$ cat src/rtl/div_recon_mul.sv
// Reconstructs a dividend n = q*d + r with an 8-step shift-add multiplier behind a valid/ready handshake.
// Optional error-check outputs (n_ref/err/err_dist) are enabled by defining DIV_RECON_ERRCHK_EN.
module div_recon_mul (
    input  logic        clk,
    input  logic        rst,
    input  logic        in_valid,
    output logic        in_ready,
    input  logic [7:0]  q,
    input  logic [7:0]  d,
    input  logic [7:0]  r,
    output logic        out_valid,
    input  logic        out_ready,
    output logic [15:0] n
`ifdef DIV_RECON_ERRCHK_EN
    ,
    input  logic [15:0] n_ref,
    output logic        err,
    output logic [15:0] err_dist
`endif
);

    typedef enum logic [1:0] {
        IDLE = 2'd0,
        MUL  = 2'd1,
        DONE = 2'd2
    } state_t;

    state_t      state_r, state_s;
    logic [15:0] acc_r, acc_s;
    logic [15:0] mcand_r, mcand_s;
    logic [15:0] sum_s;
    logic [7:0]  mplier_r, mplier_s;
    logic [2:0]  cnt_r, cnt_s;
    logic        in_ready_r, in_ready_s;
    logic        out_valid_r, out_valid_s;
    logic [15:0] n_r, n_s;

`ifdef DIV_RECON_ERRCHK_EN
    logic [15:0] n_ref_r, n_ref_s;
    logic        err_r, err_s;
    logic [15:0] err_dist_r, err_dist_s;

    function automatic logic [15:0] abs_diff(input logic [15:0] a, input logic [15:0] b);
        logic [15:0] res;
        if (a >= b) begin
            res = a - b;
        end else begin
            res = b - a;
        end
        return res;
    endfunction
`endif

    // Next-state, datapath step and registered-output next values
    always_comb begin
        state_s     = state_r;
        acc_s       = acc_r;
        mcand_s     = mcand_r;
        mplier_s    = mplier_r;
        cnt_s       = cnt_r;
        in_ready_s  = in_ready_r;
        out_valid_s = out_valid_r;
        n_s         = n_r;
        sum_s       = mplier_r[0] ? (acc_r + mcand_r) : acc_r;
`ifdef DIV_RECON_ERRCHK_EN
        n_ref_s     = n_ref_r;
        err_s       = err_r;
        err_dist_s  = err_dist_r;
`endif
        case (state_r)
            IDLE: begin
                if (in_valid && in_ready_r) begin
                    state_s    = MUL;
                    acc_s      = {8'h00, r};
                    mcand_s    = {8'h00, d};
                    mplier_s   = q;
                    cnt_s      = 3'd0;
                    in_ready_s = 1'b0;
`ifdef DIV_RECON_ERRCHK_EN
                    n_ref_s    = n_ref;
`endif
                end else begin
                    state_s = IDLE;
                end
            end
            MUL: begin
                acc_s    = sum_s;
                mcand_s  = {mcand_r[14:0], 1'b0};
                mplier_s = {1'b0, mplier_r[7:1]};
                cnt_s    = cnt_r + 3'd1;
                // The eighth step's sum is published directly so n appears with out_valid
                if (cnt_r == 3'd7) begin
                    state_s     = DONE;
                    out_valid_s = 1'b1;
                    n_s         = sum_s;
`ifdef DIV_RECON_ERRCHK_EN
                    err_s       = (sum_s != n_ref_r);
                    err_dist_s  = abs_diff(n_ref_r, sum_s);
`endif
                end else begin
                    state_s = MUL;
                end
            end
            DONE: begin
                if (out_valid_r && out_ready) begin
                    state_s     = IDLE;
                    out_valid_s = 1'b0;
                    in_ready_s  = 1'b1;
                    n_s         = 16'h0000;
`ifdef DIV_RECON_ERRCHK_EN
                    err_s       = 1'b0;
                    err_dist_s  = 16'h0000;
`endif
                end else begin
                    state_s = DONE;
                end
            end
            default: begin
                state_s     = IDLE;
                in_ready_s  = 1'b1;
                out_valid_s = 1'b0;
                n_s         = 16'h0000;
`ifdef DIV_RECON_ERRCHK_EN
                err_s       = 1'b0;
                err_dist_s  = 16'h0000;
`endif
            end
        endcase
    end

    // State, datapath and output registers
    always_ff @(posedge clk or posedge rst) begin
        if (rst) begin
            state_r     <= IDLE;
            acc_r       <= 16'h0000;
            mcand_r     <= 16'h0000;
            mplier_r    <= 8'h00;
            cnt_r       <= 3'd0;
            in_ready_r  <= 1'b1;
            out_valid_r <= 1'b0;
            n_r         <= 16'h0000;
`ifdef DIV_RECON_ERRCHK_EN
            n_ref_r     <= 16'h0000;
            err_r       <= 1'b0;
            err_dist_r  <= 16'h0000;
`endif
        end else begin
            state_r     <= state_s;
            acc_r       <= acc_s;
            mcand_r     <= mcand_s;
            mplier_r    <= mplier_s;
            cnt_r       <= cnt_s;
            in_ready_r  <= in_ready_s;
            out_valid_r <= out_valid_s;
            n_r         <= n_s;
`ifdef DIV_RECON_ERRCHK_EN
            n_ref_r     <= n_ref_s;
            err_r       <= err_s;
            err_dist_r  <= err_dist_s;
`endif
        end
    end

    assign in_ready  = in_ready_r;
    assign out_valid = out_valid_r;
    assign n         = n_r;
`ifdef DIV_RECON_ERRCHK_EN
    assign err       = err_r;
    assign err_dist  = err_dist_r;
`endif

endmodule

$ cat config.mk
export PLATFORM = sky130hd
export DESIGN_NAME = div_recon_mul
export DESIGN_NICKNAME = d
export VERILOG_FILES = /design/src/rtl/div_recon_mul.sv
export SDC_FILE = /design/constraint.sdc
export NUM_CORES = 1
export LEC_CHECK = 0
export CAP_MARGIN = 5
export CORE_MARGIN = 5
export CORE_UTILIZATION = 30
export DETAILED_ROUTE_END_ITERATION = 12
export HOLD_SLACK_MARGIN = 0.15
export PLACE_DENSITY = 0.55
export SLEW_MARGIN = 15
export SYNTH_ARGS = -nofsm -noshare
export SYNTH_HDL_FRONTEND = slang
export SYNTH_SLANG_ARGS = --single-unit
$ cat constraint.sdc
create_clock -name clk -period 7.6 [get_ports clk]
set_clock_uncertainty 0.2 [all_clocks]
set_input_delay 1.52 -clock clk [delete_from_list [all_inputs] [get_ports clk]]
set_output_delay 1.52 -clock clk [all_outputs]
set_load 0.03 [all_outputs]
==> impl_metrics.csv, run 1 <==
group,metric,value,unit
floorplan,dieArea,13600,µm²
power,p_per_area,452,nW/µm²
final_layout,seq_area,1580,µm²
clocking,cts_buffers,9,
synth,synth_nets,423,
place,portBuffers,45,
clocking,clk_latency,330,ps
critical_path,crit_fanout,23,
timing,rsz0062_at_grt,"false",
timing,relSlewSlack,29.8,%
synth,syn_avg_cell_area,9.05,µm²
synth,synth_ff_type,"dfrtp_1",
global_routing,antenna_found_initial,0,
final_layout,drive_above_1_share,7.31,%
critical_path,critPathKind,"in2reg",
clocking,cts_tree,"done",
final_layout,diodes,0,
clocking,cts_root_buf,"clkbuf_16",
run,drv_cap,0,
global_routing,grt_use_total,13.3,%
routing,wl,8340,µm
final_layout,multiInputGateArea,1750,µm²
critical_path,path_cells,"clkdlybuf4s50_1, nor2b_1, nand3b_1, nand2_1, o22ai_1, a21oi_1",
critical_path,cp_top_family,"simple AND/OR/NAND/NOR gates",
clocking,htreeDepth,3,
critical_path,critical_path.max_stage_delay,650,ps
global_routing,grt_max_degree,64,
hold_path,min_path_type,"reg2reg",
clocking,hold_buffers,0,
timing,setup_viol,0,
floorplan,start_util,30.3,%
routing,ant_nets,0,
place,routabilityCongestion,0.855,
critical_path,start_kind,"input port",
floorplan,io_pins,46,
power,p_leak,1.96,nW
synth,synth_top_area_cell,"dfrtp_1",
critical_path,critPathBufInv,1,
power,ir_drop,0.141,mV
synth,ys.warnings.count,0,
synth,async_reset_ff_share,100,%
clocking,cts_setup_buffers,0,
clocking,ctsResizeCount,0,
floorplan,fp.dieH,117,µm
timing,finalCriticalPeriod,3540,ps
synth,ys_seq_area_share,46.2,%
routing,vias_per_cell,4.92,
critical_path,worstPathArrival,3590,ps
synth,synth_area_leaders,"dfrtp_1 (45%), nand2_1 (9.9%), ha_1 (6.2%), nor2_1 (3.2%), a31oi_1 (3.1%)",
clocking,clk_pin_slew,50,ps
global_routing,grt_pass1_vias,2727,
timing,fin_setup_tns,0,ps
timing,slew_viol_final,0,
critical_path,crit_required,7650,ps
timing,fmax,283,MHz
routing,first_pass_iters,4,
floorplan,die_w,117,µm
synth,synth_top_cell_area_share,45.5,%
clocking,cts_sinks,63,
critical_path,cp_slowest_cell,"nand3b_1",
critical_path,regToRegSetupSlack,4610,ps
timing,hold_violations,0,
global_routing,grt_pass1_wl,14000,µm
global_routing,grt.overflow.total,0,
power,power,1.93,mW
synth,syn_inst,377,
synth,ys_types,49,
final_layout,fill_cells,1166,
floorplan,coreArea,11300,µm²
clocking,cts.path.max_buffers,2,
timing,min_period_over_period,46.5,%
final_layout,areaGrowthSynthToFinish,25.3,%
routing,drt-initial-drc-count,103,
run_status,status,"completed",
routing,routedWlPerCell,14.7,µm
routing,drc,0,
routing,vias,2791,
timing,worst_pin_slew,1050,ps
synth,synth-seq-cells,63,
critical_path,worstSetupEndpointType,"flop",
final_layout,final_nets,465,
synth,syn_area,3410,µm²
floorplan,rows,39,
place,dpl.hpwl,6030,µm
synth,synth_edf_count,0,
metal layers:
metal	vias up	track usage (%)	share of wire, %
li1	1416	-	-
met1	1324	17.8	49
met2	43	21.2	46
met3	8	3.11	4.1
met4	0	4.36	1.5
met5	-	0	0
sequential cells by signal, summed over array words and instances, names as in the netlist:
name,flops
mplier_r,8
mcand_r,16
out_valid,1
acc_r,16
in_ready,1
state_r,2
n,16
cnt_r,3
worst reg2reg max path: cells and delay by family, from the launching register on:
family,cells,cell delay [ps]
muxes,1,260
adders and majority gates,2,700
DFF,1,430
AOI/OAI and AO/OA,6,1260
area by class of cell:
| class | count | share of cell area (%) |
|---|---|---|
| clock inverter | 4 | 0.527 |
| tap | 143 | 4.18 |
| timing repair buffer | 49 | 11.2 |
| multi-input combinational | 291 | 41.0 |
| clock buffer | 12 | 5.76 |
| inverter | 5 | 0.439 |
| sequential | 63 | 36.9 |
final timing paths:
| kind | startpoint | end | cells past startpoint |
|---|---|---|---|
| setup / recovery | in_valid | acc_r[7] | 6 |
| max in group asynchronous | rst | mcand_r[13] | 3 |
| hold / removal | acc_r[15] | acc_r[15] | 1 |
| min in group asynchronous | rst | n[1] | 3 |
| setup reg to reg | mcand_r[0] | n[14] | 9 |
| hold reg to reg | acc_r[15] | acc_r[15] | 1 |
cell families (layout without fill, tap and decap cells):
logic type	count (synthesis)	after routing	share of synthesized area (%)
compound gates	102	102	18.8
xor+xnor	12	12	3.08
fa+ha+maj	18	18	6.82
buf+inv	23	70	2.53
flops	63	63	46.2
mux	13	13	3.92
simple gates	146	146	18.6
placed cells by master (no fill, tap or decap), types with 7 or more instances in the layout:
cell and instances:
a21oi_1 20, nor2_1 29, o21ai_0 13, ha_1 17, a31oi_1 17, dfrtp_1 62
nand2_1 90, a21o_1 7, xnor2_1 7, clkbuf_16 9, clkdlybuf4s50_1 45, o21ai_1 14
mux2i_1 10
metrics by stage:
stage | instance area (µm²) | instances | setup slack [ps] | hold WS (ps) | utilization (%)
5_1_grt | 4280 | 567 | 3780 | 282 | 37.9
3_3_place_gp | 4010 | 551 | 3770 | 243 | 35.6
2_1_floorplan | 3410 | 377 | 4310 | 224 | -
3_5_place_dp | 4010 | 551 | 3710 | 248 | 35.6
4_1_cts | 4280 | 567 | 4030 | 255 | 37.9
6_report | 4280 | 567 | 4060 | 256 | 37.9
cells in the mapped netlist, types with 2 or more instances:
cell type and number:
a211o_1 2, a211oi_1 2, a21o_1 7, a21oi_1 20, a22o_1 2, a22oi_1 2, a31o_2 2, a31oi_1 17
and2_1 2, and3_1 3, and4_1 2, buf_1 4, clkbuf_1 14, dfrtp_1 62, ha_1 17, inv_1 5
mux2_2 3, mux2i_1 10, nand2_1 90, nand2b_1 3, nand3_1 4, nor2_1 29, nor2b_1 3, o211ai_1 4
o21a_1 2, o21ai_0 13, o21ai_1 15, o22ai_1 5, o31ai_1 3, xnor2_1 7, xor2_1 5
power by group:
group	switching (mW)	internal, mW	total, mW
combinational	0.534	0.424	0.957
clock	0.144	0.228	0.372
sequential	0.124	0.480	0.604
No activity file was read; power rests on OpenSTA's default activity.
==> inputs of run 2 (changes only) <==
Settings changed: PLACE_DENSITY 0.55 to 0.57.
Clock period 7.6 ns to 3 ns, I/O delays scaled along.
==> impl_metrics.csv, run 2 (same netlist as run 1, synthesis figures left out) <==
group,metric,value,unit
floorplan,rows,39,
hold_path,hold_end,"acc_r[15]",
timing,setup_slack,112,ps
critical_path,timing.rr.start,"acc_r[0]",
place,routabilityCongestion,0.864,
run,drv_cap,0,
timing,min_period_over_period,96.3,%
hold_path,hold_path_depth,1,
floorplan,coreArea,11300,µm²
final_layout,layout.cells.most_common,"nand2_1",
place,portBuffers,45,
routing,ant_nets,0,
floorplan,dieArea,13600,µm²
timing,hold_ws,255,ps
place,placed_cell_area,4060,µm²
power,p_per_area,1160,nW/µm²
critical_path,start_kind,"flop",
timing,relSlewSlack,63.9,%
clocking,clk_latency,330,ps
final_layout,diodes,0,
routing,first_pass_iters,4,
global_routing,grt_pass1_wl,14300,µm
hold_path,min_from,"acc_r[15]",
clocking,cts.path.max_buffers,2,
routing,vias,2910,
final_layout,drive_above_1_share,8.20,%
final_layout,fin_cells,570,
routing,drt-initial-drc-count,139,
place,dpl.hpwl,6160,µm
clocking,hold_buffers,0,
critical_path,reg2reg_depth,9,
routing,wl,8470,µm
clocking,cts_root_buf,"clkbuf_16",
floorplan,die_w,117,µm
timing,fin_setup_tns,0,ps
critical_path,worstSetupEndpointType,"flop",
timing,slew_viol_final,0,
timing,setup_viol,0,
global_routing,grt.overflow.total,0,
global_routing,grt_pass1_vias,2880,
final_layout,postLayoutCellArea,4370,µm²
power,ir_drop,0.365,mV
timing,fmax,346,MHz
floorplan,io_pins,46,
critical_path,critPathKind,"reg2reg",
global_routing,antenna_found_initial,0,
routing,vias_per_cell,5.11,
critical_path,worstPathArrival,2890,ps
timing,finalCriticalPeriod,2890,ps
critical_path,r2r-end,"n[14]",
clocking,htreeDepth,3,
run_status,status,"completed",
routing,routedWlPerCell,14.9,µm
global_routing,grt_use_total,13.4,%
critical_path,crit_required,3000,ps
final_layout,areaGrowthSynthToFinish,27.9,%
final_layout,final_nets,468,
final_layout,fill_cells,1139,
final_layout,layout_common_cells,"nand2_1 (90), dfrtp_1 (62), clkdlybuf4s50_1 (45)",
timing,rsz0062_at_grt,"false",
clocking,cts_tree,"done",
critical_path,crit_fanout,3,
power,power,5.04,mW
final_layout,fin_util,38.7,%
place,pre_cts_ws,145,ps
clocking,cts_sinks,63,
routing,drc,0,
floorplan,fp.dieH,117,µm
clocking,cts_setup_buffers,0,
critical_path,regToRegSetupSlack,110,ps
place,place_inst,554,
timing,hold_violations,0,
power,p_leak,2.01,nW
timing,worst_pin_slew,540,ps
floorplan,start_util,30.3,%
hold_path,min_path_type,"reg2reg",
global_routing,grt_max_degree,48,
clocking,ctsResizeCount,0,
clocking,cts_buffers,9,
clocking,clk_pin_slew,50,ps
[run 2: cell types whose count changed in the layout (fill, tap and decap cells not counted), sizes merged]
| cell | before | now |
|---|---|---|
| bufinv | 0 | 1 |
| clkbuf | 12 | 13 |
| buf | 4 | 7 |
| clkinvlp | 1 | 0 |
| clkinv | 3 | 2 |
[run 2: final cells by class]
| cell class | count | area [µm²] | area share, % |
|---|---|---|---|
| Clock buffer | 13 | 270 | 6.19 |
| Clock inverter | 3 | 40.0 | 0.917 |
| Inverter | 5 | 18.8 | 0.430 |
| Multi-Input combinational cell | 291 | 1750 | 40.1 |
| Sequential cell | 63 | 1580 | 36.1 |
| Tap cell | 143 | 179 | 4.10 |
| Timing Repair Buffer | 52 | 528 | 12.1 |
[run 2: power breakdown]
group	internal [mW]	total, mW	leakage [nW]	switching [mW]
registers	1.22	1.52	0.774	0.304
clock network	0.708	1.07	0.156	0.361
logic	1.08	2.46	1.08	1.37
[run 2: layer usage]
layer / vias to the layer above / part of all wire (%) / track usage, %
li1: 1430 / - / -
met1: 1375 / 48 / 18.4
met2: 85 / 44 / 20.3
met3: 20 / 5.3 / 2.49
met4: 0 / 3.2 / 6.88
met5: - / 0 / 0
[run 2: worst max-delay path, stage by stage, from the launching register on]
cell and delay (ps):
dfrtp_1 390, ha_1 260, fa_1 440, a211oi_2 220, o31ai_2 110, a31o_2 290
a211o_1 300, a31oi_1 220, mux2i_1 250, a21oi_1 90
[run 2: worst max path at each step]
stage	from	endpoint	slack (ps)	depth (start not counted)
3_3_place_gp	acc_r[0]	n[14]	180	9
4_1_cts	acc_r[0]	n[14]	120	9
5_1_grt	acc_r[0]	acc_r[14]	30	9
6_report	acc_r[0]	n[14]	110	9
3_5_place_dp	acc_r[0]	n[14]	140	9
2_1_floorplan	acc_r[0]	n[14]	310	9
